## src/rtl/link_pkg.sv

```systemverilog
// Shared types and helpers for the round-robin link arbiter.
package link_pkg;

    typedef enum logic [1:0] {
        S_IDLE = 2'd0,
        S_REQ  = 2'd1,
        S_ACK  = 2'd2,
        S_REL  = 2'd3
    } link_state_e;

    localparam int LINK_DATA_W = 8;

    // Pointer width for an n-entry round-robin; never narrower than one bit.
    function automatic int link_ptr_w(input int n);
        return (n < 2) ? 1 : $clog2(n);
    endfunction

endpackage

```

## src/rtl/link_rr_pick.sv

```systemverilog
// Combinational round-robin picker: first set request at or after ptr_i, wrapping.
module link_rr_pick
    import link_pkg::*;
#(
    parameter int N     = 4,
    parameter int PTR_W = link_ptr_w(N)
) (
    input  logic [N-1:0]     req_i,
    input  logic [PTR_W-1:0] ptr_i,
    output logic [N-1:0]     pick_o,
    output logic             valid_o
);

    logic [PTR_W:0]   sum;
    logic [PTR_W-1:0] idx;
    logic             found;

    always_comb begin
        pick_o = '0;
        found  = 1'b0;
        sum    = '0;
        idx    = '0;
        for (int k = 0; k < N; k++) begin
            // ptr_i < N and k < N, so a single subtraction wraps the index.
            sum = {1'b0, ptr_i} + (PTR_W+1)'(k);
            if (sum >= (PTR_W+1)'(N)) begin
                sum = sum - (PTR_W+1)'(N);
            end
            idx = sum[PTR_W-1:0];
            if (!found && req_i[idx]) begin
                pick_o[idx] = 1'b1;
                found       = 1'b1;
            end
        end
    end

    assign valid_o = |req_i;

endmodule

```

## src/rtl/link_rr_arbiter.sv

```systemverilog
// Round-robin arbiter sharing one 4-phase req/ack slave among N_MASTERS masters.
// Optional S_REQ abort timer enabled by defining LINK_ARB_TIMEOUT_EN.
module link_rr_arbiter
    import link_pkg::*;
#(
    parameter int N_MASTERS      = 4,
    parameter int DATA_W         = LINK_DATA_W,
    parameter int TIMEOUT_CYCLES = 64
) (
    input  logic                          clk,
    input  logic                          rst,
    input  logic [N_MASTERS-1:0]          m_req,
    input  logic [N_MASTERS*DATA_W-1:0]   m_data,
    output logic [N_MASTERS-1:0]          m_ack,
    output logic                          s_req,
    output logic [DATA_W-1:0]             s_data,
    input  logic                          s_ack,
    output logic [N_MASTERS-1:0]          grant,
    output logic                          busy,
    output logic                          done,
    output logic                          err
);

    localparam int PTR_W = link_ptr_w(N_MASTERS);

    link_state_e              state_q, state_d;
    logic [PTR_W-1:0]         ptr_q, ptr_d;
    logic [N_MASTERS-1:0]     grant_q, grant_d;
    logic [N_MASTERS-1:0]     m_ack_q, m_ack_d;
    logic                     s_req_q, s_req_d;
    logic [DATA_W-1:0]        s_data_q, s_data_d;
    logic                     done_q, done_d;

    logic [N_MASTERS-1:0]     pick;
    logic                     pick_valid;
    logic [DATA_W-1:0]        pick_data;
    logic [PTR_W-1:0]         gidx;
    logic [PTR_W-1:0]         ptr_next;
    logic                     g_req;

`ifdef LINK_ARB_TIMEOUT_EN
    localparam int CNT_W = $clog2(TIMEOUT_CYCLES + 1);
    logic [CNT_W-1:0]         cnt_q, cnt_d;
    logic                     err_q, err_d;
`else
    logic                     unused_timeout_cfg;
    assign unused_timeout_cfg = (TIMEOUT_CYCLES > 0);
`endif

    link_rr_pick #(
        .N     (N_MASTERS),
        .PTR_W (PTR_W)
    ) u_pick (
        .req_i   (m_req),
        .ptr_i   (ptr_q),
        .pick_o  (pick),
        .valid_o (pick_valid)
    );

    always_comb begin
        pick_data = '0;
        for (int i = 0; i < N_MASTERS; i++) begin
            if (pick[i]) begin
                pick_data = m_data[i*DATA_W +: DATA_W];
            end
        end
    end

    always_comb begin
        gidx = '0;
        for (int i = 0; i < N_MASTERS; i++) begin
            if (grant_q[i]) begin
                gidx = PTR_W'(i);
            end
        end
    end

    // The served master drops to lowest priority for the next round.
    assign ptr_next = (gidx == PTR_W'(N_MASTERS - 1)) ? '0 : gidx + 1'b1;
    assign g_req    = |(m_req & grant_q);

    always_comb begin
        state_d  = state_q;
        ptr_d    = ptr_q;
        grant_d  = grant_q;
        m_ack_d  = m_ack_q;
        s_req_d  = s_req_q;
        s_data_d = s_data_q;
        done_d   = 1'b0;
`ifdef LINK_ARB_TIMEOUT_EN
        cnt_d    = cnt_q;
        err_d    = 1'b0;
`endif
        case (state_q)
            S_IDLE: begin
                // The done cycle is a dead cycle: no back-to-back grant.
                if (pick_valid && !done_q) begin
                    grant_d  = pick;
                    s_data_d = pick_data;
                    s_req_d  = 1'b1;
                    state_d  = S_REQ;
`ifdef LINK_ARB_TIMEOUT_EN
                    cnt_d    = '0;
`endif
                end
            end
            S_REQ: begin
                if (s_ack) begin
                    m_ack_d = grant_q;
                    state_d = S_ACK;
                end
`ifdef LINK_ARB_TIMEOUT_EN
                else if (cnt_q == CNT_W'(TIMEOUT_CYCLES - 1)) begin
                    s_req_d = 1'b0;
                    grant_d = '0;
                    m_ack_d = '0;
                    err_d   = 1'b1;
                    ptr_d   = ptr_next;
                    state_d = S_IDLE;
                end else begin
                    cnt_d = cnt_q + 1'b1;
                end
`endif
            end
            S_ACK: begin
                if (!g_req) begin
                    s_req_d = 1'b0;
                    state_d = S_REL;
                end
            end
            S_REL: begin
                if (!s_ack) begin
                    m_ack_d = '0;
                    grant_d = '0;
                    ptr_d   = ptr_next;
                    done_d  = 1'b1;
                    state_d = S_IDLE;
                end
            end
            default: state_d = S_IDLE;
        endcase
    end

    always_ff @(posedge clk or posedge rst) begin
        if (rst) begin
            state_q  <= S_IDLE;
            ptr_q    <= '0;
            grant_q  <= '0;
            m_ack_q  <= '0;
            s_req_q  <= 1'b0;
            s_data_q <= '0;
            done_q   <= 1'b0;
        end else begin
            state_q  <= state_d;
            ptr_q    <= ptr_d;
            grant_q  <= grant_d;
            m_ack_q  <= m_ack_d;
            s_req_q  <= s_req_d;
            s_data_q <= s_data_d;
            done_q   <= done_d;
        end
    end

`ifdef LINK_ARB_TIMEOUT_EN
    always_ff @(posedge clk or posedge rst) begin
        if (rst) begin
            cnt_q <= '0;
            err_q <= 1'b0;
        end else begin
            cnt_q <= cnt_d;
            err_q <= err_d;
        end
    end
    assign err = err_q;
`else
    assign err = 1'b0;
`endif

    assign m_ack  = m_ack_q;
    assign s_req  = s_req_q;
    assign s_data = s_data_q;
    assign grant  = grant_q;
    assign done   = done_q;
    assign busy   = (state_q != S_IDLE);

endmodule

```

## config.mk

```make
export PLATFORM = sky130hd
export DESIGN_NAME = link_rr_arbiter
export DESIGN_NICKNAME = d
export VERILOG_FILES = /design/src/rtl/link_pkg.sv /design/src/rtl/link_rr_pick.sv /design/src/rtl/link_rr_arbiter.sv
export SDC_FILE = /design/constraint.sdc
export NUM_CORES = 1
export LEC_CHECK = 0
export CORE_UTILIZATION = 42
export CTS_BUF_LIST = sky130_fd_sc_hd__clkbuf_8
export DETAILED_ROUTE_END_ITERATION = 6
export PLACE_DENSITY = 0.78
export SYNTH_ARGS = -nofsm -noshare
export SYNTH_HDL_FRONTEND = slang
export SYNTH_SLANG_ARGS = --single-unit
export TNS_END_PERCENT = 30
```

## constraint.sdc

```tcl
create_clock -name clk -period 2.65 [get_ports clk]
set_input_delay 0.53 -clock clk [delete_from_list [all_inputs] [get_ports clk]]
set_output_delay 0.53 -clock clk [all_outputs]
set_load 0.03 [all_outputs]
```

Word level (Yosys, flattened, before mapping)
Cells that the tools add are included.
{ "classes": {"n_reduce_logical": 25, "muxes": 50, "add_sub_neg": 8, "order_cmp": 12, "bitwise_logic": 5, "n_eq_ne": 8} }
{ "op_table": {"columns": ["operator", "count"], "rows": [
  ["$mux W8", 4],
  ["$mux W4", 7],
  ["$mux W2", 11],
  ["$mux W1", 16],
  ["$pmux W4 S2", 2],
  ["$lt A2 B3 Y1 const B", 4],
  ["$or A4 B4 Y4", 3],
  ["$ge A3 B3 Y1 const B", 3],
  ["$reduce_and A3 Y1", 3],
  ["$bmux W1 S2", 4],
  ["$demux W1 S2", 4],
  ["$ge A2 B1 Y1 const B", 4],
  ["$logic_and A1 B1 Y1", 8],
  ["$ne A2 B2 Y1 const B", 4],
  ["$pmux W2 S4", 1],
  ["$reduce_bool A2 Y1", 4],
  ["$reduce_or A4 Y1", 2],
  ["$sub A2 B1 Y2 const B", 4],
  ["$add A2 B2 Y3 const B", 2],
  ["$eq A2 B2 Y1 const B", 3],
  ["$and A4 B4 Y4", 1],
  ["$logic_not A1 Y1", 4],
  ["$reduce_and A2 Y1", 2],
  ["$reduce_and A4 Y1", 1],
  ["other kinds (7)", 7]
]} }
{ "totals": {"input_bits": 39, "regBits": 22, "wordCells": 115} }

Longest topological paths before layout
Gate-level depths: netlist (run 1).
{ "logic_depth": {"word_depth": 18, "mapped_depth": 10} }

Cells and area by module
Synthesis (run 1) repeated with hierarchy kept, for this count alone.
{ "unflattened": {"hier_cells": 174, "area_unflattened_um2": 1612.8} }
{ "by_module_without_submodules": {"columns": ["module", "cells_per_inst", "instances", "seq_area_each_um2", "area_per_inst_um2"], "rows": [
  ["link_rr_arbiter", 143, 1, 550.5, 1302.5],
  ["link_rr_pick", 31, 1, 0.0, 310.3]
]} }

Worst setup path after synthesis (run 1)
No wires, ideal clock.
{ "synth_path": {"path_kind": "register to register", "startpoint": "register ptr_q[0]", "endpoint": "register s_data_q[0] (netlist: s_data[0])", "stages_incl_launch_ff": 11, "arrival_ns": 2.545, "n_path_buf": 2, "setup_slack_ns": -0.030, "setup_time_ns": 0.135, "synth_period_minus_slack_ns": 2.680, "t_required_ns": 2.515, "cell_sequence": "dfrtp_1 -> buf_6 -> inv_1 -> ha_1 -> mux4_2 -> or2_1 -> buf_6 -> o311ai_4 -> a21oi_2 -> a221oi_1 -> o211ai_1"} }
{ "synth_between": {"elab_chain_cells": 18, "elab_cells_between_ends": 63} }
{ "synth_lines": {"columns": ["element", "line_no", "rtl"], "rows": [
  ["from (decl)", "link_rr_arbiter.sv:27", "logic [PTR_W-1:0] ptr_q, ptr_d;"],
  ["from (signal assigned)", "link_rr_arbiter.sv:155", "ptr_q <= ptr_d;"],
  ["branches (longest 13 deep; another with $add A2 B1 Y3)", null, null],
  ["$mux W4 (*)", "link_rr_pick.sv:30", "if (!found && req_i[idx]) begin"],
  ["$mux W8 (3 in series)", "link_rr_arbiter.sv:63", "if (pick[i]) begin"],
  ["$mux W8 (*)", "link_rr_arbiter.sv:63", null],
  ["to (signal assigned)", "link_rr_arbiter.sv:159", "s_data_q <= s_data_d;"],
  ["to (decl)", "link_rr_arbiter.sv:31", "logic [DATA_W-1:0] s_data_q, s_data_d;"]
]} }
Every way passes the cells marked *. The select of a mux whose other input is x is not followed.
A chain may end at the register's enable or synchronous reset.

Worst setup path in the final report (run 1)
{ "layout_path": {"startpoint": "input m_req[0]", "endpoint": "register s_data_q[6] (netlist: s_data[6])"} }
{ "layout_between": {"elab_chain_cells": 16, "elab_cells_between_ends": 31} }
{ "layout_lines": {"columns": ["element", "line_no", "rtl"], "rows": [
  ["from (decl)", "link_rr_arbiter.sv:12", "input logic [N_MASTERS-1:0] m_req,"],
  ["$bmux W1 S2", "link_rr_pick.sv:30", null],
  ["$mux W1 (implied by the code)", "link_rr_pick.sv:30", null],
  ["$mux W1", "link_rr_pick.sv:30", null],
  ["$logic_not A1 Y1", "link_rr_pick.sv:30", null],
  ["$logic_and A1 B1 Y1", "link_rr_pick.sv:30", null],
  ["$mux W1", "link_rr_pick.sv:30", null],
  ["$logic_not A1 Y1", "link_rr_pick.sv:30", null],
  ["$logic_and A1 B1 Y1", "link_rr_pick.sv:30", null],
  ["$mux W1", "link_rr_pick.sv:30", null],
  ["$logic_not A1 Y1", "link_rr_pick.sv:30", null],
  ["$logic_and A1 B1 Y1", "link_rr_pick.sv:30", null],
  ["$mux W4", "link_rr_pick.sv:30", null],
  ["$mux W8 (4 in series)", "link_rr_arbiter.sv:63", null]
]} }
Parallel ways exist; a longest one is shown, timed or not. The select of a mux whose other input is x is not followed.

==> impl_metrics.yaml, run 1 <==
die:
  die_h_um: 65.3
  rows: 22
  core_sq_mm: 0.00374
  start_util_pct: 45.0
  design.die.area_sq_mm: 0.00426
  ios: 59
  die_x_um: 65.3
detailed_routing:
  drt-vias-per-instance: 5.67
  antenna_left: 0
  wl_per_cell_um: 15.7
  totalWireLength_um: 4730
  drcViolationCount: 0
  vias: 1706
  drt_iter0_markers: 108
  first_pass_iters: 4
placement:
  gp_congestion: 0.869
  hpwl_um: 3470
  port_buffers: 57
  placed_cells: 297
finish:
  multi_input_area_sq_mm: 0.00110
  nNetsFinal: 305
  fillers: 317
  seqCellArea_sq_um: 551
  layout-drive-gt1-share_pct: 16.6
  final_cells: 301
  syn2layout_area_growth_pct: 49.1
  diodes: 0
grt:
  grt_pass1_vias: 1612
  groute.usage.overall_pct: 23.6
  antenna_found_initial: 0
  grt_max_degree: 23
  grt_pass1_wl_um: 7810
  grt.overflow.total: 0
worst_setup_path:
  path_class: "in -> reg"
  cp.required_ns: 2.79
  endpoint_kind: "flip-flop"
  crit_buf_inv: 2
  worst-r2r-cell-count: 9
  r2r_start: "ptr_q[0]"
  crit_slowest_cell: "mux4_2"
  path_cells: "clkdlybuf4s50_1 -> mux4_2 -> or2_4 -> o311ai_4 -> a21oi_2 -> buf_4 -> a221oi_1 -> o211ai_1"
  critPathCapture: "s_data[6]"
  path_delay_family: "compound AO/OA/AOI/OAI gates"
  crit_path_max_incr_delay_ns: 0.53
  critPathLaunch: "m_req[0]"
  reg2reg_slack_ns: 0.15
  cp.depth: 8
  rr_endpoint: "s_data[6]"
  worstPathArrival_ns: 2.71
  path_max_fanout: 8
  startpoint_type: "input pin"
clock_tree:
  clkLatencyLatePin_ns: 0.27
  clock-root-buffer: "clkbuf_8"
  clock_path_buffers: 2
  clk_pin_slew_ns: 0.09
  holdBufCountCts: 0
  htreeDepth: 1
  postCtsSetupBuffers: 0
  numCtsBuffers: 3
  cts.sinks: 22
  cts_tree: "built"
logic_synthesis:
  synth_edf_count: 0
  synth_area_leader_cell: "dfrtp_1"
  ys_warn_count: 0
  synth_top_area_share_pct: 32.7
  syn-num-nets: 232
  syn_area_per_cell_sq_um: 9.30
  synth_area_leaders: "dfrtp_1 (33%), ha_1 (8.9%), o21ai_0 (6.2%), nand2_1 (5.6%), nand3b_1 (4.9%)"
  syn-instance-count: 181
  yosys_most_used_dff: "dfrtp_1"
  syn_area_sq_mm: 0.00168
  synth_cell_types: 39
  ys_ff_latch: 22
  async_flop_share_pct: 100
  ys_seq_area_share_pct: 32.7
timing:
  relSlewSlack_pct: 63.1
  finalCritPeriodShare_pct: 96.8
  finalHoldViolations: 0
  finalSetupViolCount: 0
  timing.final.crit_period_ns: 2.56
  fmax_mhz: 390
  grt_setup_unrepaired: "false"
  worst_pin_slew_ns: 0.551
  finalMaxSlewViolations: 0
  fin_skew_ns: 0.00439
  fin_hold_ws_ns: 0.515
power:
  vdd_drop_max_mv: 0.635
  p_comb_share_pct: 71.3
  swShare_pct: 46.6
  pwr-share-seq_pct: 19.9
  p_clk_share_pct: 8.8
  p_switching_w: 0.00134
  p_leak_nw: 1.02
  power.density_mw_per_mm2: 1140
  p_int_w: 0.00153
min_path:
  hold_path_class: "reg -> reg"
job:
  cap_violations: 0
run_status:
  outcome: "finished clean"
-- synth_stat cells, types with 4 or more instances --
library cell / n
o211ai_1: 8
nor3_1: 5
ha_1: 12
a21oi_1: 8
a221oi_1: 8
inv_1: 10
a22oi_1: 5
nand3b_1: 11
o21ai_0: 21
a211oi_1: 5
dfrtp_1: 22
nor2_1: 4
nand2_1: 25
-- flip-flops by register name, summed over array words and instances, names as in the netlist --
signal and count:
m_ack 4, grant 4, state_q 2, s_data 8
done 1, s_req 1, ptr_q 2
-- per-layer routing --
layer | track usage [%] | vias to the layer above | wire length (um)
li1 | - | 821 | -
met2 | 40.5 | 79 | 2160
met4 | 4.89 | 0 | 33
met5 | 0 | - | 0
met1 | 31.3 | 801 | 2170
met3 | 3.47 | 5 | 368
-- power groups by stage --
stage	clock network, W	registers [W]	logic [W]
CTS	0.000253	0.000572	0.00198
detailed placement	0	0.000579	0.00193
global placement	0	0.000575	0.00191
floorplan	0	0.000772	0.00109
finish	0.000252	0.000572	0.00205
global route	0.000270	0.000590	0.00223
-- how the worst min path moves through the flow --
stage	start	end	slack, ns	cells after the start
floorplan	rst	done	0.52	1
global placement	s_data[2]	s_data[2]	0.49	2
detailed placement	s_data[3]	s_data[3]	0.50	2
CTS	s_data[3]	s_data[3]	0.52	2
global route	s_data[7]	s_data[7]	0.53	2
finish	s_data[7]	s_data[7]	0.52	2
-- placed cells by master, fill, tap and decap left out, types with 5 or more instances in the layout --
cell type,count
a21oi_1,8
nand3b_1,11
o21ai_0,21
a221oi_2,6
dfrtp_1,22
nand2_1,25
ha_1,12
a22oi_1,5
nor3_1,5
inv_1,10
buf_4,18
o211ai_1,8
clkdlybuf4s50_1,56
-- metrics by stage --
stage / area [sq um] / setup WS, ns / total power (W) / utilization [%] / TNS, ns
after floorplan: 1680 / 0.0300 / 0.00186 / - / 0
after global placement: 2400 / -0.319 / 0.00248 / 64.2 / -2.78
after detailed placement: 2400 / -0.342 / 0.00251 / 64.2 / -3.05
after CTS: 2480 / 0.0250 / 0.00280 / 66.2 / 0
after global routing: 2510 / 0.00155 / 0.00309 / 67.0 / 0
final: 2510 / 0.0851 / 0.00287 / 67.0 / 0
-- worst reg2reg max path, stage by stage (launching register included) --
cell      delay (ns)
dfrtp_1         0.38
inv_1           0.14
ha_1            0.31
mux4_2          0.36
or2_4           0.29
o311ai_4        0.26
a21oi_2         0.05
buf_4           0.18
a221oi_1        0.25
o211ai_1        0.15
-- cells by family after synthesis --
kind of cell / synth area share, %
other cells: 0.223
simple gates: 16.3
flops: 32.7
compound gates: 29.4
buf+inv: 4.91
fa+ha+maj: 8.92
mux: 7.58
-- area by class of cell --
class	instances	share of cell area, %
Sequential cell	22	21.9
Timing Repair Buffer	75	28.2
Inverter	10	1.50
Tap cell	48	2.39
Multi-Input combinational cell	142	43.7
Clock buffer	4	2.19
-- repair_timing --
action                     in CTS  in global routing
setup endpoints to repair       9                  8
pin swaps                       0                  0
gates resized for setup         3                  7
cloned                          0                  0
No activity file was read; power rests on OpenSTA's default activity.
==> inputs of run 2 (changes only) <==
--- a/config.mk
+++ b/config.mk
@@ -5,10 +5,11 @@
 export SDC_FILE = /design/constraint.sdc
 export NUM_CORES = 1
 export LEC_CHECK = 0
-export CORE_UTILIZATION = 42
+export CORE_UTILIZATION = 50
 export CTS_BUF_LIST = sky130_fd_sc_hd__clkbuf_8
 export DETAILED_ROUTE_END_ITERATION = 6
-export PLACE_DENSITY = 0.78
+export PLACE_DENSITY = 0.88
+export SLEW_MARGIN = 15
 export SYNTH_ARGS = -nofsm -noshare
 export SYNTH_HDL_FRONTEND = slang
 export SYNTH_SLANG_ARGS = --single-unit
==> constraint.sdc (replaced) <==
create_clock -name clk -period 3.08 [get_ports clk]
set_input_delay 0.616 -clock clk [delete_from_list [all_inputs] [get_ports clk]]
set_output_delay 0.616 -clock clk [all_outputs]
set_load 0.03 [all_outputs]
==> run 2 against run 1 <==
Sequential power shrank 12%. Via count grew 1.2%. Global-route usage grew 4.7 points. Critical endpoint is now s_data[0].
==> impl_metrics.yaml, run 2 (synthesis gave the netlist of run 1 again) <==
worst_setup_path:
  r2r_start: "ptr_q[1]"
  critPathLaunch: "m_req[3]"
  cp.depth: 7
  critPathCapture: "s_data[0]"
  reg2reg_slack_ns: 0.32
  path_cells: "clkdlybuf4s50_1 -> mux4_1 -> a221oi_2 -> o311ai_4 -> buf_4 -> a221oi_1 -> o211ai_1"
  path_class: "in -> reg"
  cp.required_ns: 3.22
  startpoint_type: "input pin"
  path_delay_family: "compound AO/OA/AOI/OAI gates"
  crit_buf_inv: 2
  crit_slowest_cell: "mux4_1"
  worst-r2r-cell-count: 8
  rr_endpoint: "s_data[0]"
  worstPathArrival_ns: 2.94
  path_max_fanout: 9
  crit_path_max_incr_delay_ns: 0.69
  endpoint_kind: "flip-flop"
timing:
  finalHoldViolations: 0
  fin_skew_ns: 0.00144
  fin_setup_tns_ns: 0
  worst_pin_slew_ns: 0.860
  grt_setup_unrepaired: "false"
  timing.final.crit_period_ns: 2.79
  fmax_mhz: 358
  relSlewSlack_pct: 42.6
  fin_hold_ws_ns: 0.514
  finalMaxSlewViolations: 0
  finalCritPeriodShare_pct: 90.7
  finalSetupViolCount: 0
clock_tree:
  numCtsBuffers: 3
  clkLatencyLatePin_ns: 0.27
  cts_resized: 0
  cts_tree: "built"
  clk_pin_slew_ns: 0.08
  clock-root-buffer: "clkbuf_8"
  clock_path_buffers: 2
  holdBufCountCts: 0
  htreeDepth: 1
  postCtsSetupBuffers: 0
  cts.sinks: 22
grt:
  groute.usage.overall_pct: 28.3
  grt.overflow.total: 0
  grt_max_degree: 23
  grt_pass1_wl_um: 7470
  antenna_found_initial: 0
  grt_pass1_vias: 1597
min_path:
  hold_path_class: "reg -> reg"
  hold_depth: 2
finish:
  seqCellArea_sq_um: 551
  nNetsFinal: 297
  layout-drive-gt1-share_pct: 10.6
  syn2layout_area_growth_pct: 43.2
  final_util_pct: 77.0
  diodes: 0
  largest_reg_flops: 8
  fillers: 221
  fin_area_sq_mm: 0.00241
  final_cell_mix: "clkdlybuf4s50_1 (57), nand2_1 (25), dfrtp_1 (22)"
  multi_input_area_sq_mm: 0.00105
  mostFrequentLayoutCell: "clkdlybuf4s50_1"
detailed_routing:
  totalWireLength_um: 4800
  vias: 1727
  drt-vias-per-instance: 5.98
  wl_per_cell_um: 16.6
  drcViolationCount: 0
  antenna_left: 0
  drt_iter0_markers: 109
  first_pass_iters: 4
run_status:
  outcome: "finished clean"
die:
  ios: 59
  die_x_um: 60.0
  die_h_um: 60.0
  core_sq_mm: 0.00313
  start_util_pct: 53.8
  rows: 20
  design.die.area_sq_mm: 0.00360
placement:
  placed_area_sq_mm: 0.00234
  gp_congestion: 0.865
  hpwl_um: 3450
  port_buffers: 57
power:
  vdd_drop_max_mv: 0.662
  swShare_pct: 46.2
  pwr-share-seq_pct: 21.0
  p_int_w: 0.00129
  p_switching_w: 0.00111
  power.total_w: 0.00240
  power.density_mw_per_mm2: 994
  p_comb_share_pct: 67.6
  p_leak_nw: 0.969
  p_clk_share_pct: 11.4
job:
  cap_violations: 0
run 2: cell types whose count changed in the layout (fill, tap and decap cells not counted), sizes merged:
cell,delta
dlymetal6s2s,-1
bufinv,+1
clkdlybuf4s50,+1
buf,-8
clkbuf,-1
run 2: power by group through the flow:
| stage | logic [W] | clock network (W) | registers, W |
|---|---|---|---|
| 6_report | 0.00162 | 0.000274 | 0.000503 |
| 3_3_place_gp | 0.00157 | 0 | 0.000501 |
| 2_1_floorplan | 0.000935 | 0 | 0.000664 |
| 5_1_grt | 0.00176 | 0.000290 | 0.000516 |
| 4_1_cts | 0.00161 | 0.000279 | 0.000502 |
| 3_5_place_dp | 0.00159 | 0 | 0.000505 |
run 2: tightest hold or removal path, stage by stage, from the launching register on:
cell and delay, ns:
dfrtp_1 0.35, nand2_1 0.05, o211ai_1 0.08
run 2: worst min path at each step:
| stage | startpoint | endpoint |
|---|---|---|
| final | s_data[1] | s_data[1] |
| after global routing | s_data[1] | s_data[1] |
| after CTS | s_data[1] | s_data[1] |
| after detailed placement | s_data[1] | s_data[1] |
| after global placement | s_data[1] | s_data[1] |
| after floorplan | state_q[1] | state_q[1] |
run 2: through the flow:
stage | setup WS, ns | std cells
2_1_floorplan | 0.400 | 181
3_3_place_gp | 0.0966 | 285
3_5_place_dp | 0.0276 | 285
4_1_cts | 0.291 | 289
5_1_grt | 0.135 | 289
6_report | 0.286 | 289
run 2: cell type report:
cell class                      count  share of cell area, %
Multi-Input combinational cell    142                   43.6
Timing Repair Buffer               67                   26.8
Sequential cell                    22                   22.8
Tap cell                           44                   2.28
Clock buffer                        3                   1.71
Inverter                           10                   1.56
Clock inverter                      1                   1.25
run 2: per-layer routing:
metal / track usage [%] / part of all wire (%) / vias to the layer above
met2: 48.6 / 50 / 91
li1: - / - / 807
met5: 0 / 0 / -
met3: 3.90 / 8.5 / 12
met1: 36.7 / 40 / 817
met4: 8.97 / 1.7 / 0
==> inputs of run 3 (changes only) <==
--- a/config.mk
+++ b/config.mk
@@ -5,10 +5,11 @@
 export SDC_FILE = /design/constraint.sdc
 export NUM_CORES = 1
 export LEC_CHECK = 0
+export ABC_AREA = 1
 export CORE_UTILIZATION = 50
 export CTS_BUF_LIST = sky130_fd_sc_hd__clkbuf_8
 export DETAILED_ROUTE_END_ITERATION = 6
-export PLACE_DENSITY = 0.88
+export PLACE_DENSITY = 0.87
 export SLEW_MARGIN = 15
 export SYNTH_ARGS = -nofsm -noshare
 export SYNTH_HDL_FRONTEND = slang
==> run 3 against run 2 <==
Clock power about the same. Worst setup slack improved by 0.26 ns. Critical path depth grew 7. Fmax grew 10%. Clock skew is 0.0088 ns higher. Via count up 6.7%.
==> impl_metrics.yaml, run 3 <==
clock_tree:
  cts_tree: "built"
  clock-root-buffer: "clkbuf_8"
  holdBufCountCts: 0
  cts.sinks: 22
  postCtsSetupBuffers: 0
  clk_pin_slew_ns: 0.09
  clock_path_buffers: 2
  htreeDepth: 1
  cts_resized: 0
  numCtsBuffers: 3
  clkLatencyLatePin_ns: 0.27
placement:
  gp_congestion: 0.901
  hpwl_um: 3680
  placed_cells: 339
  port_buffers: 57
  placed_area_sq_mm: 0.00235
  preCtsSetupSlack_ns: 0.517
logic_synthesis:
  netlist_top_cells_count: "nand2_1 (43), inv_1 (40), a21oi_1 (35)"
  ys_seq_area_share_pct: 31.4
  syn-num-nets: 291
  ys_ff_latch: 22
  ys_warn_count: 0
  syn_area_sq_mm: 0.00175
  yosys_most_used_dff: "dfrtp_1"
  syn-instance-count: 240
  synth_top_area_share_pct: 31.4
  async_flop_share_pct: 100
  syn_area_per_cell_sq_um: 7.30
  synth_edf_count: 0
  synth_cell_types: 28
  synth_area_leaders: "dfrtp_1 (31%), a21oi_1 (10%), nand2_1 (9.2%), nand3_1 (9.1%), ha_1 (8.6%)"
  synth_area_leader_cell: "dfrtp_1"
  yosysMostFrequentCell: "nand2_1"
die:
  start_util_pct: 52.5
  die_x_um: 61.2
  core_sq_mm: 0.00334
  rows: 21
  ios: 59
  die_h_um: 61.2
  design.die.area_sq_mm: 0.00374
timing:
  fmax_mhz: 394
  finalSetupViolCount: 0
  finalCritPeriodShare_pct: 82.4
  grt_setup_unrepaired: "false"
  relSlewSlack_pct: 44.0
  finalHoldViolations: 0
  fin_skew_ns: 0.0103
  finalMaxSlewViolations: 0
  worst_pin_slew_ns: 0.839
  layout_setup_ws_ns: 0.542
  fin_setup_tns_ns: 0
  timing.final.crit_period_ns: 2.54
min_path:
  hold_path_class: "reg -> reg"
  hold_depth: 2
worst_setup_path:
  cp.required_ns: 3.28
  worstPathArrival_ns: 2.74
  path_class: "reg -> reg"
  path_max_fanout: 11
  worst-r2r-cell-count: 14
  endpoint_kind: "flip-flop"
  startpoint_type: "flip-flop"
detailed_routing:
  drcViolationCount: 0
  antenna_left: 0
  first_pass_iters: 5
  totalWireLength_um: 4850
  wl_per_cell_um: 14.2
  drt-vias-per-instance: 5.37
  drt_iter0_markers: 172
  vias: 1843
grt:
  groute.usage.overall_pct: 26.2
  grt_pass1_wl_um: 7240
  antenna_found_initial: 0
  grt.overflow.total: 0
  grt_max_degree: 23
  grt_pass1_vias: 1592
power:
  p_leak_nw: 1.18
  power.density_mw_per_mm2: 1100
  vdd_drop_max_mv: 0.666
run_status:
  outcome: "finished clean"
finish:
  fin_area_sq_mm: 0.00242
  mostFrequentLayoutCell: "clkdlybuf4s50_1"
  nNetsFinal: 349
  fillers: 262
  final_cells: 343
  largest_reg_flops: 8
  layout-drive-gt1-share_pct: 10.1
  final_cell_mix: "clkdlybuf4s50_1 (57), nand2_1 (43), inv_1 (40)"
  syn2layout_area_growth_pct: 38.2
  diodes: 0
job:
  cap_violations: 0
-- run 3: cell types whose count changed after synthesis, sizes merged, moves of 4 or more --
cell	change
a211oi	-5
a21oi	+28
a221oi	-9
a22oi	-5
inv	+32
mux4	-4
nand2	+23
nand3	+35
nand3b	-9
o211ai	-8
o21ai	-7
or2	+6
-- run 3: cell families after synthesis --
family                     after synthesis  share of synthesized area [%]
other                                    1                          0.214
AOI/OAI and AO/OA                       57                           17.4
DFF                                     22                           31.4
adders and majority gates               12                           8.57
and+or+nand+nor                        101                           31.2
buffers and inverters                   47                           11.1
-- run 3: power by group --
| part | switching [W] | internal, W |
|---|---|---|
| clock | 0.0000994 | 0.000174 |
| combinational | 0.00117 | 0.000687 |
| sequential | 0.000113 | 0.000420 |
| total | 0.00138 | 0.00128 |
-- run 3: worst paths after layout --
check	start	to	slack, ns
max	ptr_q[0]	s_data[4]	0.54
min	m_ack[3]	m_ack[3]	0.55
max reg2reg	ptr_q[0]	s_data[4]	0.54
min reg2reg	m_ack[3]	m_ack[3]	0.55
max in group asynchronous	rst	state_q[1]	1.74
min in group asynchronous	rst	s_data[0]	0.81
-- run 3: area by class of cell --
class	count	area (sq um)	area share, %
multi-input combinational	171	1010	41.6
timing repair buffer	58	578	23.9
sequential	22	551	22.7
inverter	42	158	6.51
tap	46	57.6	2.38
clock buffer	3	41.3	1.71
clock inverter	1	30.0	1.24
-- run 3: per-layer routing --
metal  vias to the layer above  global-route usage (%)  share of wire [%]
li1                        896                       -                  -
met1                       836                    32.5                 41
met2                       103                    46.9                 48
met3                         8                    4.83                8.7
met4                         0                    6.49                1.6
met5                         -                       0                  0
-- run 3: per-stage QoR --
stage | util, % | hold slack (ns) | power, W
after floorplan | - | 0.572 | 0.00184
after global placement | 70.4 | 0.531 | 0.00230
after detailed placement | 70.4 | 0.532 | 0.00236
after CTS | 72.6 | 0.548 | 0.00264
after global routing | 72.6 | 0.574 | 0.00289
final | 72.6 | 0.547 | 0.00266
-- run 3: critical path, cell delays in order, from the launching register on --
cell and delay (ns):
dfrtp_1 0.60, inv_2 0.20, ha_1 0.38, inv_1 0.09, nand3_1 0.09, nand2_1 0.09, nand2_4 0.10, nor2_4 0.04
nand2_1 0.08, nand3_2 0.21, inv_2 0.19, nand3_1 0.10, nand2_1 0.11, nand2_1 0.07, a21oi_1 0.13
